<file path="config.mk">
export PLATFORM = sky130hd
export DESIGN_NAME = spi_master_bus
export DESIGN_NICKNAME = d
export VERILOG_FILES = /design/src/rtl/spi_master_bus_pkg.sv /design/src/rtl/spi_master_bus_clk_div.sv /design/src/rtl/spi_master_bus.sv
export SDC_FILE = /design/constraint.sdc
export NUM_CORES = 1
export LEC_CHECK = 0
export CAP_MARGIN = 15
export CELL_PAD_IN_SITES_DETAIL_PLACEMENT = 0
export CELL_PAD_IN_SITES_GLOBAL_PLACEMENT = 2
export CORE_UTILIZATION = 31
export DETAILED_ROUTE_END_ITERATION = 6
export MAX_ROUTING_LAYER = met4
export PLACE_DENSITY_LB_ADDON = 0.1
export SLEW_MARGIN = 20
export SYNTH_ARGS = -nofsm -noshare
export SYNTH_HDL_FRONTEND = slang
export SYNTH_HIERARCHICAL = 1
export SYNTH_SLANG_ARGS = --single-unit
</file>
<file path="constraint.sdc">
create_clock -name clk -period 1.85 [get_ports clk]
set_input_delay 0.37 -clock clk [delete_from_list [all_inputs] [get_ports clk]]
set_output_delay 0.37 -clock clk [all_outputs]
set_load 0.01 [all_outputs]
</file>
<file path="src/rtl/spi_master_bus_pkg.sv">
`default_nettype none
// ============================================================================
//  Module      : spi_master_bus_pkg
//  Description : Shared constants for the byte-wide SPI master. This covers the
//                SPI mode, the transfer width and the controller state
//                encoding. It also holds a helper that sizes the divider
//                counter.
//  Revision    : 1.0 - initial release
// ============================================================================
package spi_master_bus_pkg;

    // SPI mode 0: SCLK idles low, data is sampled on the rising edge.
    localparam logic       c_CPOL     = 1'b0;
    localparam int         c_DATA_W   = 8;
    localparam logic [3:0] c_BITS     = 4'd8;

    // Controller states
    localparam logic [0:0] c_ST_IDLE  = 1'b0;
    localparam logic [0:0] c_ST_XFER  = 1'b1;

    // Counter width able to hold 0..v-1; never narrower than one bit.
    function automatic int cnt_width(input int v);
        return (v <= 2) ? 1 : $clog2(v);
    endfunction

endpackage
`default_nettype wire

</file>
<file path="src/rtl/spi_master_bus_clk_div.sv">
`default_nettype none
// ============================================================================
//  Module      : spi_clk_div
//  Description : SCLK half-period counter. While enabled, it raises a one-clock
//                strobe every HALF_DIV clocks. The current SCLK level decides
//                which strobe fires: rise is the strobe for a 0->1 toggle and
//                fall is the strobe for a 1->0 toggle.
//  Ports       : clk, reset - system clock / synchronous active-high reset
//                en         - count only while a transfer is running
//                sclk       - present registered SCLK level
//                rise, fall - toggle strobes (mutually exclusive)
//  Revision    : 1.0 - initial release
// ============================================================================
module spi_clk_div
    import spi_master_bus_pkg::*;
#(
    parameter int HALF_DIV = 1
) (
    input  logic clk,
    input  logic reset,
    input  logic en,
    input  logic sclk,
    output logic rise,
    output logic fall
);

    localparam int c_CW = cnt_width(HALF_DIV);

    logic [c_CW-1:0] r_cnt;
    logic            w_tick;

    assign w_tick = en && (r_cnt == c_CW'(HALF_DIV - 1));
    assign rise   = w_tick & ~sclk;
    assign fall   = w_tick &  sclk;

    // Held at zero outside a transfer so every transfer starts on a full
    // half-period.
    always_ff @(posedge clk) begin
        if (reset || !en) begin
            r_cnt <= '0;
        end else if (w_tick) begin
            r_cnt <= '0;
        end else begin
            r_cnt <= r_cnt + c_CW'(1);
        end
    end

endmodule
`default_nettype wire

</file>
<file path="src/rtl/spi_master_bus.sv">
`default_nettype none
// ============================================================================
//  Module      : spi_master_bus
//  Description : Byte-wide SPI master in mode 0, MSB first. A falling edge on
//                nwr starts one full-duplex transfer of data_tx. The received
//                byte appears on data_rx when the transfer ends.
//  Ports       : clk, reset - system clock / synchronous active-high reset
//                nwr        - active-low write strobe (falling edge = start)
//                data_tx    - byte to send, taken on the start clock
//                data_rx    - last received byte
//                spi_busy   - transfer in progress
//                spi_cs     - active-low slave select
//                spi_clk    - SCLK, idle low
//                spi_mosi   - serial out, MSB first
//                spi_miso   - serial in
//  Revision    : 1.0 - initial release
// ============================================================================
module spi_master_bus
    import spi_master_bus_pkg::*;
#(
    parameter int HALF_DIV = 1
) (
    input  logic                clk,
    input  logic                reset,
    input  logic                nwr,
    input  logic [c_DATA_W-1:0] data_tx,
    output logic [c_DATA_W-1:0] data_rx,
    output logic                spi_busy,
    output logic                spi_cs,
    output logic                spi_clk,
    output logic                spi_mosi,
    input  logic                spi_miso
);

    logic [0:0]          r_state, w_state;
    logic                r_nwr_d;
    // Bit 7 goes straight onto MOSI at start, so only the remaining
    // seven bits are kept.
    logic [c_DATA_W-2:0] r_tx_rest, w_tx_rest;
    logic [c_DATA_W-1:0] r_rx_shift, w_rx_shift;
    logic [3:0]          r_bit_cnt, w_bit_cnt;
    logic [c_DATA_W-1:0] r_data_rx, w_data_rx;
    logic                r_busy, w_busy;
    logic                r_cs, w_cs;
    logic                r_sclk, w_sclk;
    logic                r_mosi, w_mosi;

    logic w_start;
    logic w_rise;
    logic w_fall;

    assign w_start = r_nwr_d & ~nwr;

    spi_clk_div #(
        .HALF_DIV (HALF_DIV)
    ) u_clk_div (
        .clk   (clk),
        .reset (reset),
        .en    (r_state == c_ST_XFER),
        .sclk  (r_sclk),
        .rise  (w_rise),
        .fall  (w_fall)
    );

    always_comb begin
        w_state    = r_state;
        w_tx_rest  = r_tx_rest;
        w_rx_shift = r_rx_shift;
        w_bit_cnt  = r_bit_cnt;
        w_data_rx  = r_data_rx;
        w_busy     = r_busy;
        w_cs       = r_cs;
        w_sclk     = r_sclk;
        w_mosi     = r_mosi;

        case (r_state)
            c_ST_IDLE: begin
                if (w_start) begin
                    w_state    = c_ST_XFER;
                    w_tx_rest  = data_tx[c_DATA_W-2:0];
                    w_rx_shift = '0;
                    w_bit_cnt  = c_BITS;
                    w_busy     = 1'b1;
                    w_cs       = 1'b0;
                    w_sclk     = c_CPOL;
                    w_mosi     = data_tx[c_DATA_W-1];
                end
            end
            c_ST_XFER: begin
                // Starts seen here are dropped and are not queued.
                if (w_rise) begin
                    w_sclk     = 1'b1;
                    w_rx_shift = {r_rx_shift[c_DATA_W-2:0], spi_miso};
                end
                if (w_fall) begin
                    w_sclk    = 1'b0;
                    w_mosi    = r_tx_rest[c_DATA_W-2];
                    w_tx_rest = {r_tx_rest[c_DATA_W-3:0], 1'b0};
                    w_bit_cnt = r_bit_cnt - 4'd1;
                    if (r_bit_cnt == 4'd1) begin
                        // The eighth falling edge ends the transfer. All 8
                        // bits were sampled on the preceding rising edges.
                        w_state   = c_ST_IDLE;
                        w_busy    = 1'b0;
                        w_cs      = 1'b1;
                        w_mosi    = 1'b0;
                        w_data_rx = r_rx_shift;
                    end
                end
            end
            default: begin
                w_state = c_ST_IDLE;
            end
        endcase
    end

    always_ff @(posedge clk) begin
        if (reset) begin
            r_state    <= c_ST_IDLE;
            r_nwr_d    <= 1'b1;
            r_tx_rest  <= '0;
            r_rx_shift <= '0;
            r_bit_cnt  <= '0;
            r_data_rx  <= '0;
            r_busy     <= 1'b0;
            r_cs       <= 1'b1;
            r_sclk     <= c_CPOL;
            r_mosi     <= 1'b0;
        end else begin
            r_state    <= w_state;
            r_nwr_d    <= nwr;
            r_tx_rest  <= w_tx_rest;
            r_rx_shift <= w_rx_shift;
            r_bit_cnt  <= w_bit_cnt;
            r_data_rx  <= w_data_rx;
            r_busy     <= w_busy;
            r_cs       <= w_cs;
            r_sclk     <= w_sclk;
            r_mosi     <= w_mosi;
        end
    end

    assign data_rx  = r_data_rx;
    assign spi_busy = r_busy;
    assign spi_cs   = r_cs;
    assign spi_clk  = r_sclk;
    assign spi_mosi = r_mosi;

endmodule
`default_nettype wire

</file>
Word-level counts from Yosys, hierarchy flattened --
Index checks and enable logic that the tools add are counted.
Cells by class: add/sub/neg operators 2, equality and inequality tests 6, mux-type cells 28, bitwise operators 7, reductions and logical operators 9
Operators with widths (count):
- two-way mux 8 bit | 2
- one-hot mux 8 bit (2 select lines) | 1
- two-way mux 1 bit | 14
- two-way mux 7 bit | 2
- one-hot mux 7 bit (2 select lines) | 1
- one-hot mux 1 bit (2 select lines) | 5
- two-way mux 4 bit | 2
- one-hot mux 4 bit (2 select lines) | 1
- != test 2 x 1 -> 1 bit, second input constant | 3
- AND reduction 2 bit | 3
- AND reduction 3 bit | 2
- == test 4 x 1 -> 1 bit, second input constant | 1
- inverter 1 bit | 4
- subtractor 4 x 1 -> 4 bit, second input constant | 1
- AND 1 bit | 3
- != test 3 x 1 -> 1 bit, second input constant | 1
- != test 2 bit, second input constant | 1
- OR reduction 2 bit | 1
- adder 1 bit, second input constant | 1
- logical AND 1 bit | 1
- zero test 1 bit | 1
- logical OR 1 bit | 1
Word-level totals: output and inout bits 12, bits in registers 34, input bits 12

Longest topological paths before layout --
depth in word-level cells 6, gate-level depth with buffers 6, mapped depth without buffers 5

Hierarchy --
Netlist, hierarchy kept.
By module, submodules not included:
- spi_master_bus | area an instance 1348.8 µm², cells each 143, instances 1
- spi_clk_div | area an instance 45.0 µm², cells each 4, instances 1

Worst setup path after synthesis --
Ideal clock, no wire load.
kind register -> register, start point register r_sclk, in the netlist spi_clk, end point register r_bit_cnt[3], required time 1.776 ns, cell stages (with the launch flop) 5, setup time 0.074 ns, path buffers 0, path slack 0.463 ns, arrival 1.312 ns, cells stage by stage dfxtp_1 -> and3b_1 -> nand2_2 -> or4_1 -> a31oi_1
Between the ends: word-level cells in the longest chain between the ends 3
Ends and longest elaborated chain:
- from (decl) | RTL line spi_master_bus.sv:45 | logic r_sclk, w_sclk;
- from (signal assigned) | RTL line spi_master_bus.sv:127 | r_sclk <= c_CPOL;
- from (signal assigned) | RTL line spi_master_bus.sv:138 | r_sclk <= w_sclk;
- AND 1 bit | RTL line spi_master_bus_clk_div.sv:34 | assign fall = w_tick & sclk;
- named net w_fall | RTL line spi_master_bus.sv:50 | logic w_fall;
- != test 2 x 1 -> 1 bit (no source line)
- AND reduction 2 bit (no source line)
- to (signal assigned) | RTL line spi_master_bus.sv:134 | r_bit_cnt <= w_bit_cnt;
- to (decl) | RTL line spi_master_bus.sv:41 | logic [3:0] r_bit_cnt, w_bit_cnt;
The timed path passes the listed nets, and every way through them passes these cells. A chain may end at the register's enable or synchronous reset.

Worst setup path in the final report --
start point register r_sclk, in the netlist spi_clk, end point output spi_clk
RTL lines:
- to (decl) | RTL line spi_master_bus.sv:30 | output logic spi_clk,
No word-level cell between the ends.

==> results.ini <==
[global_route]
busiest_layer=met2
grt_pass1_vias=1130
antenna_found_initial=0
grt_max_degree=36
grt-ovfl-total=0
grt.total_usage=0.1404
grt_pass1_wl_mm=5.147
use_met2=0.2244
grtUsageMet1=0.1595
use_met3=0.05556

[placement]
gp_congestion=0.7168
dpl.cell_count=219
portBuffers=23
hpwl_mm=2.027

[clocking]
clock-sinks=34
clkTransAtPathRegs_ps=70
cts_max_level=2
cts.repair.resized=0
cts_setup_buffers=0
root_buffer=clkbuf_8
clk_path_buf_depth=2
hold_buffers=0
cts_tree=yes
clk_latency_ps=280
cts-buffers-inserted=5

[critical_path]
worstRegToRegCells=4
cp-start-kind=register
critPathArrivalTime_ps=1230
worstSetupPathType=reg -> out
crit_fanout=4
max_stage_delay_ps=560
critPathCaptureType=primary output
path_cells=clkdlybuf4s50_1
critPathSlowestCell=clkdlybuf4s50_1
reg2reg_slack_ps=310
critPathBufInv=1
crit_cells=1
crit_family=buffers and inverters
crit_required_ps=1480

[logic_synthesis]
synth_seq_cells=34
synth_area_um2=1394
ys_warn_count=6
syn_avg_cell_area_um2=9.482
syn_inst=147
syn_nets=161
seq_area_frac_synth=0.4883
synthDistinctLibCells=35

[sta]
setup_viol=0
clock_skew_ps=2.112
rsz0062_at_grt=false
slew_violations=0
max_clock_freq_ghz=0.6254
fin_tns_setup_ps=0
fin_crit_ps=1599
fin_crit_sh=0.8644
finalHoldViolCount=0

[final_layout]
final_cells=227
layout.nets=188
antenna_cells=0
mostFrequentLayoutCells=34 x dfxtp_1, 23 x clkdlybuf4s50_1, 9 x nand2b_1, 9 x o21ai_0
fill_cells=449
final_common_cell=dfxtp_1
drive_gt1_frac=0.1314
syn_to_final_growth_pct=30.25
post-route-util=0.4199

[worst_hold_path]
hold_class=reg -> reg
whs_path_depth=1

[floorplanning]
die_h_um=69.06
die_area_um2=4769
dieWidth_um=69.06
fp.coreArea_um2=4324
ios=24
rows=24
start_util=0.3223

[route]
drt-total-wl_mm=3.006
antenna_left=0
drt_iter0_drc=61
first_pass_iters=4
drcViolationCount=0
vias=1143
vias_per_cell=5.035
wl_per_cell_um=13.24

[pwr]
p_leak_nw=0.6392
power_density_nw_per_um2=854.4
peakVddDrop_mv=0.3007

[run_status]
status=completed

[flow_run]
drv_cap=0

==> metal layers <==
metal  wire, um  up-vias
li1           -      580
met2       1432       21
met5          0        -
met1       1421      537
met3        107        5
met4         44        0
==> Yosys cell counts (all sizes together) <==
library cell,number,area share
dfxtp,34,0.49
o21ai,17,0.061
nand2b,9,0.040
nor2b,8,0.036
nor3,8,0.029
a211oi,7,0.038
o22ai,7,0.031
mux2i,6,0.043
nand2,6,0.023
a21oi,5,0.018
clkbuf,5,0.013
inv,5,0.013
buf,4,0.016
nand3,3,0.011
or2,3,0.013
ha,2,0.018
nor3b,2,0.018
o31ai,2,0.011
or3b,2,0.013
a2111oi,1,0.011
a211o,1,0.0063
a311oi,1,0.0063
a31oi,1,0.0045
and2,1,0.0045
and3b,1,0.0063
conb,1,0.0027
nor2,1,0.0027
o21a,1,0.0054
o32ai,1,0.0063
or3,1,0.0045
or4,1,0.0054
==> cell type report <==
type	count	area (um^2)	share of cell area
Clock buffer	8	110.1	0.06065
Inverter	5	18.77	0.01034
Multi-Input combinational cell	99	653.1	0.3598
Sequential cell	34	680.7	0.3749
Tap cell	52	65.06	0.03584
Timing Repair Buffer	29	287.8	0.1585
==> power by group <==
part / switching (mW) / internal [mW]
Clock: 0.265 / 0.376
Combinational: 0.0646 / 0.0748
Sequential: 0.0148 / 0.757
==> per-stage QoR <==
stage | cell area (um^2) | power (mW) | setup slack, ps | hold slack, ps
after CTS | 1815 | 1.576 | 232.0 | 481.0
final | 1815 | 1.551 | 250.9 | 469.0
after detailed placement | 1705 | 0.9291 | 58.55 | 459.2
after global placement | 1705 | 0.9258 | 92.81 | 455.6
after floorplan | 1394 | 0.8647 | 463.3 | 447.6
after global routing | 1815 | 1.630 | 186.3 | 513.0
==> registers in the layout, indices dropped and copies added (netlist names) <==
| name | count |
|---|---|
| r_bit_cnt | 4 |
| data_rx | 8 |
| spi_cs | 1 |
| spi_busy | 1 |
| r_nwr_d | 1 |
| spi_clk | 1 |
| r_tx_rest | 7 |
| r_state | 1 |
| spi_mosi | 1 |
| u_clk_div/r_cnt | 1 |
| r_rx_shift | 8 |
==> final timing paths <==
| check | from | to |
|---|---|---|
| min | spi_cs | spi_cs |
| max | spi_clk | spi_clk |
| min reg2reg | spi_cs | spi_cs |
| max reg2reg | r_bit_cnt[0] | data_rx[0] |
==> cells by family (layout without fill, tap and decap cells) <==
group | after synthesis | in the layout | synth area share
and+or+nand+nor | 46 | 46 | 0.2065
buffers and inverters | 14 | 42 | 0.04309
DFF | 34 | 34 | 0.4883
AOI/OAI and AO/OA | 44 | 44 | 0.1984
adders and majority gates | 2 | 2 | 0.01795
muxes | 6 | 6 | 0.04309
other | 1 | 1 | 0.002690
Power figures use the tool's default switching activity.
